### src/rtl/code_lock_pkg.sv
// Shared state encoding, BCD constants and key indices for the code-lock controller.
package code_lock_pkg;

   typedef enum logic [2:0] {
      ST_ENTRY = 3'd0,
      ST_CHECK = 3'd1,
      ST_OPEN  = 3'd2,
      ST_SET   = 3'd3,
      ST_STORE = 3'd4,
      ST_FAIL  = 3'd5,
      ST_ALARM = 3'd6
   } state_e;

   localparam int BCD_W = 4;
   localparam logic [BCD_W-1:0] BCD_MAX = 4'd9;

   localparam int KEY_INC = 0;
   localparam int KEY_OK  = 1;

   function automatic logic [BCD_W-1:0] bcd_inc(input logic [BCD_W-1:0] d);
      return (d == BCD_MAX) ? '0 : d + 4'd1;
   endfunction

endpackage

### src/rtl/lock_timer.sv
// Shared dwell timer for FAIL and ALARM: loads duration-1 on clear, counts down while enabled.
module lock_timer (
   input  logic        clk,
   input  logic        rst,
   input  logic        clear,
   input  logic        enable,
   input  logic [31:0] duration,
   output logic        done
);

   logic [31:0] cnt_q, cnt_d;

   always_comb begin
      cnt_d = cnt_q;
      if (clear) begin
         cnt_d = duration - 32'd1;
      end else if (enable && (cnt_q != '0)) begin
         cnt_d = cnt_q - 32'd1;
      end
   end

   always_ff @(posedge clk) begin
      if (!rst) begin
         cnt_q <= '0;
      end else begin
         cnt_q <= cnt_d;
      end
   end

   // Terminal count marks the last cycle of the dwell.
   assign done = enable && (cnt_q == '0);

endmodule

### src/rtl/code_lock_ctrl.sv
// Code-lock sequencing FSM: BCD digit entry from debounced key pulses, compare,
// unlock, password change, timed fail display and alarm lockout.
//
//   state    | meaning
//   ENTRY    | editing code digits while locked
//   CHECK    | one cycle: compare entry with stored password
//   OPEN     | unlocked; OK relocks, INC starts a password change
//   SET      | editing a new password
//   STORE    | one cycle: commit new password
//   FAIL     | wrong code shown for FAIL_CYCLES, keys ignored
//   ALARM    | lockout for ALARM_CYCLES after MAX_TRIES failures, keys ignored
module code_lock_ctrl
   import code_lock_pkg::*;
#(
   parameter int                  DIGITS       = 4,
   parameter logic [4*DIGITS-1:0] DEFAULT_CODE = 16'h1234,
   parameter int                  MAX_TRIES    = 3,
   parameter int unsigned         FAIL_CYCLES  = 32'd12_000_000,
   parameter int unsigned         ALARM_CYCLES = 32'd60_000_000
) (
   input  logic                                        clk,
   input  logic                                        rst,
   input  logic [1:0]                                  key_pulse,
   output logic [3:0]                                  cur_digit,
   output logic [((DIGITS > 1) ? $clog2(DIGITS) : 1)-1:0] digit_idx,
   output logic [4*DIGITS-1:0]                         entry_code,
   output logic                                        unlocked,
   output logic                                        setting,
   output logic                                        fail,
   output logic                                        alarm,
   output logic [1:0]                                  err_cnt
);

   localparam int IDX_W  = (DIGITS > 1) ? $clog2(DIGITS) : 1;
   localparam int CODE_W = BCD_W * DIGITS;
   localparam logic [1:0] ERR_MAX = 2'(MAX_TRIES);

   state_e             state_q, state_d;
   logic [CODE_W-1:0]  pwd_q, pwd_d;
   logic [CODE_W-1:0]  entry_q, entry_d;
   logic [BCD_W-1:0]   cur_q, cur_d;
   logic [IDX_W-1:0]   idx_q, idx_d;
   logic [1:0]         err_q, err_d;
   logic [1:0]         err_inc;
   logic               tmr_clear, tmr_en, tmr_done;
   logic [31:0]        tmr_dur;

   assign err_inc = (err_q == ERR_MAX) ? err_q : err_q + 2'd1;

   always_comb begin
      state_d = state_q;
      pwd_d   = pwd_q;
      entry_d = entry_q;
      cur_d   = cur_q;
      idx_d   = idx_q;
      err_d   = err_q;

      case (state_q)
         ST_ENTRY, ST_SET: begin
            if (key_pulse[KEY_OK]) begin
               entry_d[BCD_W*(DIGITS-1-int'(idx_q)) +: BCD_W] = cur_q;
               idx_d = idx_q + IDX_W'(1);
               cur_d = '0;
               if (idx_q == IDX_W'(DIGITS-1)) begin
                  state_d = (state_q == ST_ENTRY) ? ST_CHECK : ST_STORE;
               end
            end else if (key_pulse[KEY_INC]) begin
               cur_d = bcd_inc(cur_q);
            end
         end
         ST_CHECK: begin
            if (entry_q == pwd_q) begin
               state_d = ST_OPEN;
               err_d   = '0;
            end else begin
               err_d   = err_inc;
               state_d = (err_inc == ERR_MAX) ? ST_ALARM : ST_FAIL;
            end
         end
         ST_OPEN: begin
            if (key_pulse[KEY_OK]) begin
               state_d = ST_ENTRY;
            end else if (key_pulse[KEY_INC]) begin
               state_d = ST_SET;
            end
         end
         ST_STORE: begin
            pwd_d   = entry_q;
            state_d = ST_ENTRY;
         end
         ST_FAIL: begin
            if (tmr_done) begin
               state_d = ST_ENTRY;
            end
         end
         ST_ALARM: begin
            if (tmr_done) begin
               state_d = ST_ENTRY;
               err_d   = '0;
            end
         end
         default: begin
            state_d = ST_ENTRY;
         end
      endcase

      // Both editing states start from a blank entry.
      if ((state_d != state_q) && ((state_d == ST_ENTRY) || (state_d == ST_SET))) begin
         entry_d = '0;
         idx_d   = '0;
         cur_d   = '0;
      end
   end

   always_ff @(posedge clk) begin
      if (!rst) begin
         state_q <= ST_ENTRY;
         pwd_q   <= DEFAULT_CODE;
         entry_q <= '0;
         cur_q   <= '0;
         idx_q   <= '0;
         err_q   <= '0;
      end else begin
         state_q <= state_d;
         pwd_q   <= pwd_d;
         entry_q <= entry_d;
         cur_q   <= cur_d;
         idx_q   <= idx_d;
         err_q   <= err_d;
      end
   end

   // Duration follows the state being entered so the load lands with the transition.
   assign tmr_clear = (state_d != state_q);
   assign tmr_en    = (state_q == ST_FAIL) || (state_q == ST_ALARM);
   assign tmr_dur   = (state_d == ST_ALARM) ? ALARM_CYCLES : FAIL_CYCLES;

   lock_timer u_timer (
      .clk      (clk),
      .rst      (rst),
      .clear    (tmr_clear),
      .enable   (tmr_en),
      .duration (tmr_dur),
      .done     (tmr_done)
   );

   assign cur_digit  = cur_q;
   assign digit_idx  = idx_q;
   assign entry_code = entry_q;
   assign err_cnt    = err_q;
   assign unlocked   = (state_q == ST_OPEN);
   assign setting    = (state_q == ST_SET);
   assign fail       = (state_q == ST_FAIL);
   assign alarm      = (state_q == ST_ALARM);

endmodule
### config.mk
export PLATFORM = sky130hd
export DESIGN_NAME = code_lock_ctrl
export DESIGN_NICKNAME = d
export VERILOG_FILES = /design/src/rtl/code_lock_pkg.sv /design/src/rtl/lock_timer.sv /design/src/rtl/code_lock_ctrl.sv
export SDC_FILE = /design/constraint.sdc
export NUM_CORES = 1
export LEC_CHECK = 0
export CORE_ASPECT_RATIO = 0.8
export CORE_UTILIZATION = 58
export DETAILED_ROUTE_END_ITERATION = 8
export PLACE_DENSITY = 0.91
export SYNTH_ARGS = -nofsm -noshare
export SYNTH_HDL_FRONTEND = slang
export SYNTH_SLANG_ARGS = --single-unit
### constraint.sdc
create_clock -name clk -period 2.85 [get_ports clk]
set_input_delay 0.57 -clock clk [delete_from_list [all_inputs] [get_ports clk]]
set_output_delay 0.57 -clock clk [all_outputs]
set_load 0.01 [all_outputs]
==> results of run 1 <==
==> power breakdown <==
part	total, uW	internal (uW)	switching [uW]
Clock	1010	607	408
Combinational	408	149	259
Sequential	1100	1070	32.7
==> metal layers <==
layer / routed length, um / GRT usage / vias up
met5: 0 / 0 / -
met4: 166 / 0.0742 / 0
met3: 984 / 0.0679 / 27
met2: 4710 / 0.460 / 204
met1: 4320 / 0.410 / 1731
li1: - / - / 1738
==> tightest hold or removal path: stages, from the launching register on <==
cell and delay (ps):
dfxtp_1 320, nand2_1 50, a21oi_1 50
==> kinds of logic after synthesis <==
group,Yosys count,synth area share
buf+inv,31,0.0394
fa+ha+maj,9,0.0281
compound gates,89,0.172
flops,75,0.375
xor+xnor,43,0.0940
simple gates,225,0.292
==> placed cells by master (no fill, tap or decap), types with 2 or more instances in the layout <==
cell and instances:
dfxtp_1 75, nand2_1 74, nor2_1 44, a21oi_1 36
clkdlybuf4s50_1 31, xnor2_1 23, xor2_1 20, nand4_1 18
nor3_1 16, nand3_1 15, buf_4 15, nor3_2 10
a211oi_2 10, clkbuf_8 10, inv_1 9, ha_1 9
nor4_1 7, a21oi_2 7, nor2b_1 5, nand2b_1 5
o21ai_0 5, o31ai_1 5, and2_1 4, or3_1 4
nand4b_1 3, a41oi_1 3, bufinv_16 3, or4_4 2
or4_1 2, or4b_1 2, and3_1 2, a21o_1 2
o21bai_1 2, or2_2 2, nand3b_1 2, a211oi_1 2
buf_12 2
==> state kept, by name, indices dropped and copies added (netlist names) <==
signal / count
digit_idx: 2
u_timer.cnt_q: 32
err_cnt: 2
entry_code: 16
state_q: 3
pwd_q: 16
cur_digit: 4
==> how the worst max path moves through the flow <==
stage | startpoint | end | slack [ps]
3_5_place_dp | key_pulse[1] | entry_code[0] | 70
3_3_place_gp | key_pulse[1] | u_timer.cnt_q[15] | 170
5_1_grt | u_timer.cnt_q[16] | digit_idx[0] | 30
6_report | u_timer.cnt_q[16] | digit_idx[0] | 80
2_1_floorplan | digit_idx[0] | u_timer.cnt_q[25] | 330
4_1_cts | u_timer.cnt_q[16] | entry_code[0] | 160
==> layout make-up <==
class	instances	area share
inverters	10	0.00798
well taps	84	0.0224
clock inverters	6	0.0237
multi-input cells	366	0.499
flip-flops and latches	75	0.319
clock buffers	10	0.0293
repair buffers	48	0.0985
==> stage by stage <==
stage          utilization  hold WS [ps]  power, uW  instance area (um^2)
2_1_floorplan            -           450       1410                  4010
3_3_place_gp         0.681           455       1500                  4450
3_5_place_dp         0.681           460       1520                  4450
4_1_cts              0.719           472       2520                  4700
5_1_grt              0.719           493       2620                  4700
6_report             0.719           472       2530                  4700
==> impl_metrics.json, run 1 <==
{
  "timing.rr.start": "u_timer.cnt_q[16]",
  "io_pins": 32,
  "fin_skew_ps": 8.35,
  "slew_viol_final": 0,
  "rr_worst_depth": 8,
  "r2r-end": "digit_idx[0]",
  "finalHoldViolCount": 0,
  "hold_start": "pwd_q[10]",
  "ys_ff_latch": 75,
  "ant_nets": 0,
  "core_area_um2": 6540,
  "row_count": 26,
  "via_count": 3700,
  "syn_area_per_cell_um2": 8.49,
  "ys_dominant_reg_cell": "dfxtp_1",
  "gr-usage-all-layers": 0.295,
  "crit_fanout": 22,
  "postSynth.asyncResetShare": 0,
  "critPathBufInv": 1,
  "ys_seq_area_frac": 0.375,
  "regArea_um2": 1500,
  "synth_nets": 485,
  "drc": 0,
  "cts_tree": "done",
  "wire_per_inst_um": 17.0,
  "critical_path_depth": 8,
  "vias_per_cell": 6.18,
  "yosysUniqueCellTypes": 61,
  "pre_cts_ws_ps": 69.0,
  "path_class": "reg2reg",
  "worst_pin_slew_ps": 882,
  "status": "complete, no violations",
  "max-cap-violations": 0,
  "synth_edf_count": 0,
  "dp_hpwl_um": 7140,
  "cts-buffers-inserted": 9,
  "place_congestion": 0.910,
  "n_antenna_cell": 0,
  "cts_root_buffer": "clkbuf_8",
  "cts_sinks": 75,
  "drt-pass1-iter-count": 5,
  "worstPathArrival_ps": 2980,
  "cts_hold_buffers": 0,
  "n_fill_cell": 471,
  "p_leak_uw": 0.00163,
  "final_nets": 523,
  "r2r_setup_slack_ps": 80,
  "hold-path-cell-count": 2,
  "yosys-top-cells-area": "dfxtp_1, nand2_1, xnor2_1",
  "layout-drive-gt1-share": 0.150,
  "end_kind": "flip-flop",
  "grt_pass1_vias": 3447,
  "clock_path_buffers": 2,
  "cellPowerDensity_nw_per_um2": 537,
  "path_clk_slew_ps": 80,
  "worst_slack_ps": 83.5,
  "setup_tns_ps": 0,
  "syn_area_um2": 4010,
  "ir_drop_uv": 389,
  "final_cells": 599,
  "fp.dieH_um": 76.3,
  "synthTopCellsByCount": "dfxtp_1, nand2_1, nor2_1",
  "setup_violations": 0,
  "fin_crit_sh": 0.971,
  "rsz0062_at_grt": "no",
  "grt_max_degree": 44,
  "multi_input_area_um2": 2350,
  "fin_crit_ps": 2770,
  "postCtsSetupBuffers": 0,
  "max_stage_delay_ps": 590,
  "dieArea_um2": 7240,
  "slowest_stage": "or4_4",
  "gr-total-overflow": 0,
  "antenna_found_initial": 0,
  "io_buffers": 31,
  "crit_chain": "or4_4 > nor4_1 > nand4_1 > a2bb2oi_1 > a31oi_1 > a211oi_4 > buf_12 > nor3_2",
  "drt_iter0_markers": 374,
  "worst_path_dominant_cell_family": "simple AND/OR/NAND/NOR gates",
  "grt_pass1_wl_um": 16800,
  "initial_core_util": 0.613,
  "worst_ep_required_time_ps": 3060,
  "clock_latency_ps": 350,
  "synth_top_area_frac": 0.375,
  "cts_resized": 0,
  "crit_path_start_kind": "flip-flop",
  "fmax_ghz": 0.361,
  "holdPathEnd": "pwd_q[10]",
  "htreeDepth": 3,
  "yosysWarnings": 0,
  "die_w_um": 94.9,
  "detail_route.wirelength_um": 10200,
  "syn_inst": 472,
  "yosys.area.top_type": "dfxtp_1",
  "synth.most_common_cell": "dfxtp_1",
  "hp-class": "reg2reg",
  "slew_headroom": 0.407,
  "syn_to_final_growth_pct": 17.4,
  "place_inst": 583
}
No activity file was read; power rests on OpenSTA's default activity.
==> run 2: changes to the inputs <==
SKIP_LAST_GASP = 1   (was default)
==> results of run 2 <==
Final layout, timing and power as in run 1 (identical DEF).
==> run 3: changes to the inputs <==
--- a/constraint.sdc
+++ b/constraint.sdc
@@ -3,2 +3,2 @@
 set_output_delay 0.57 -clock clk [all_outputs]
-set_load 0.01 [all_outputs]
+set_load 0.005 [all_outputs]
==> results of run 3 <==
The final DEF is identical to that of run 1. Status: complete, no violations.
Main changes from that run: total power 2530 uW -> 2520 uW
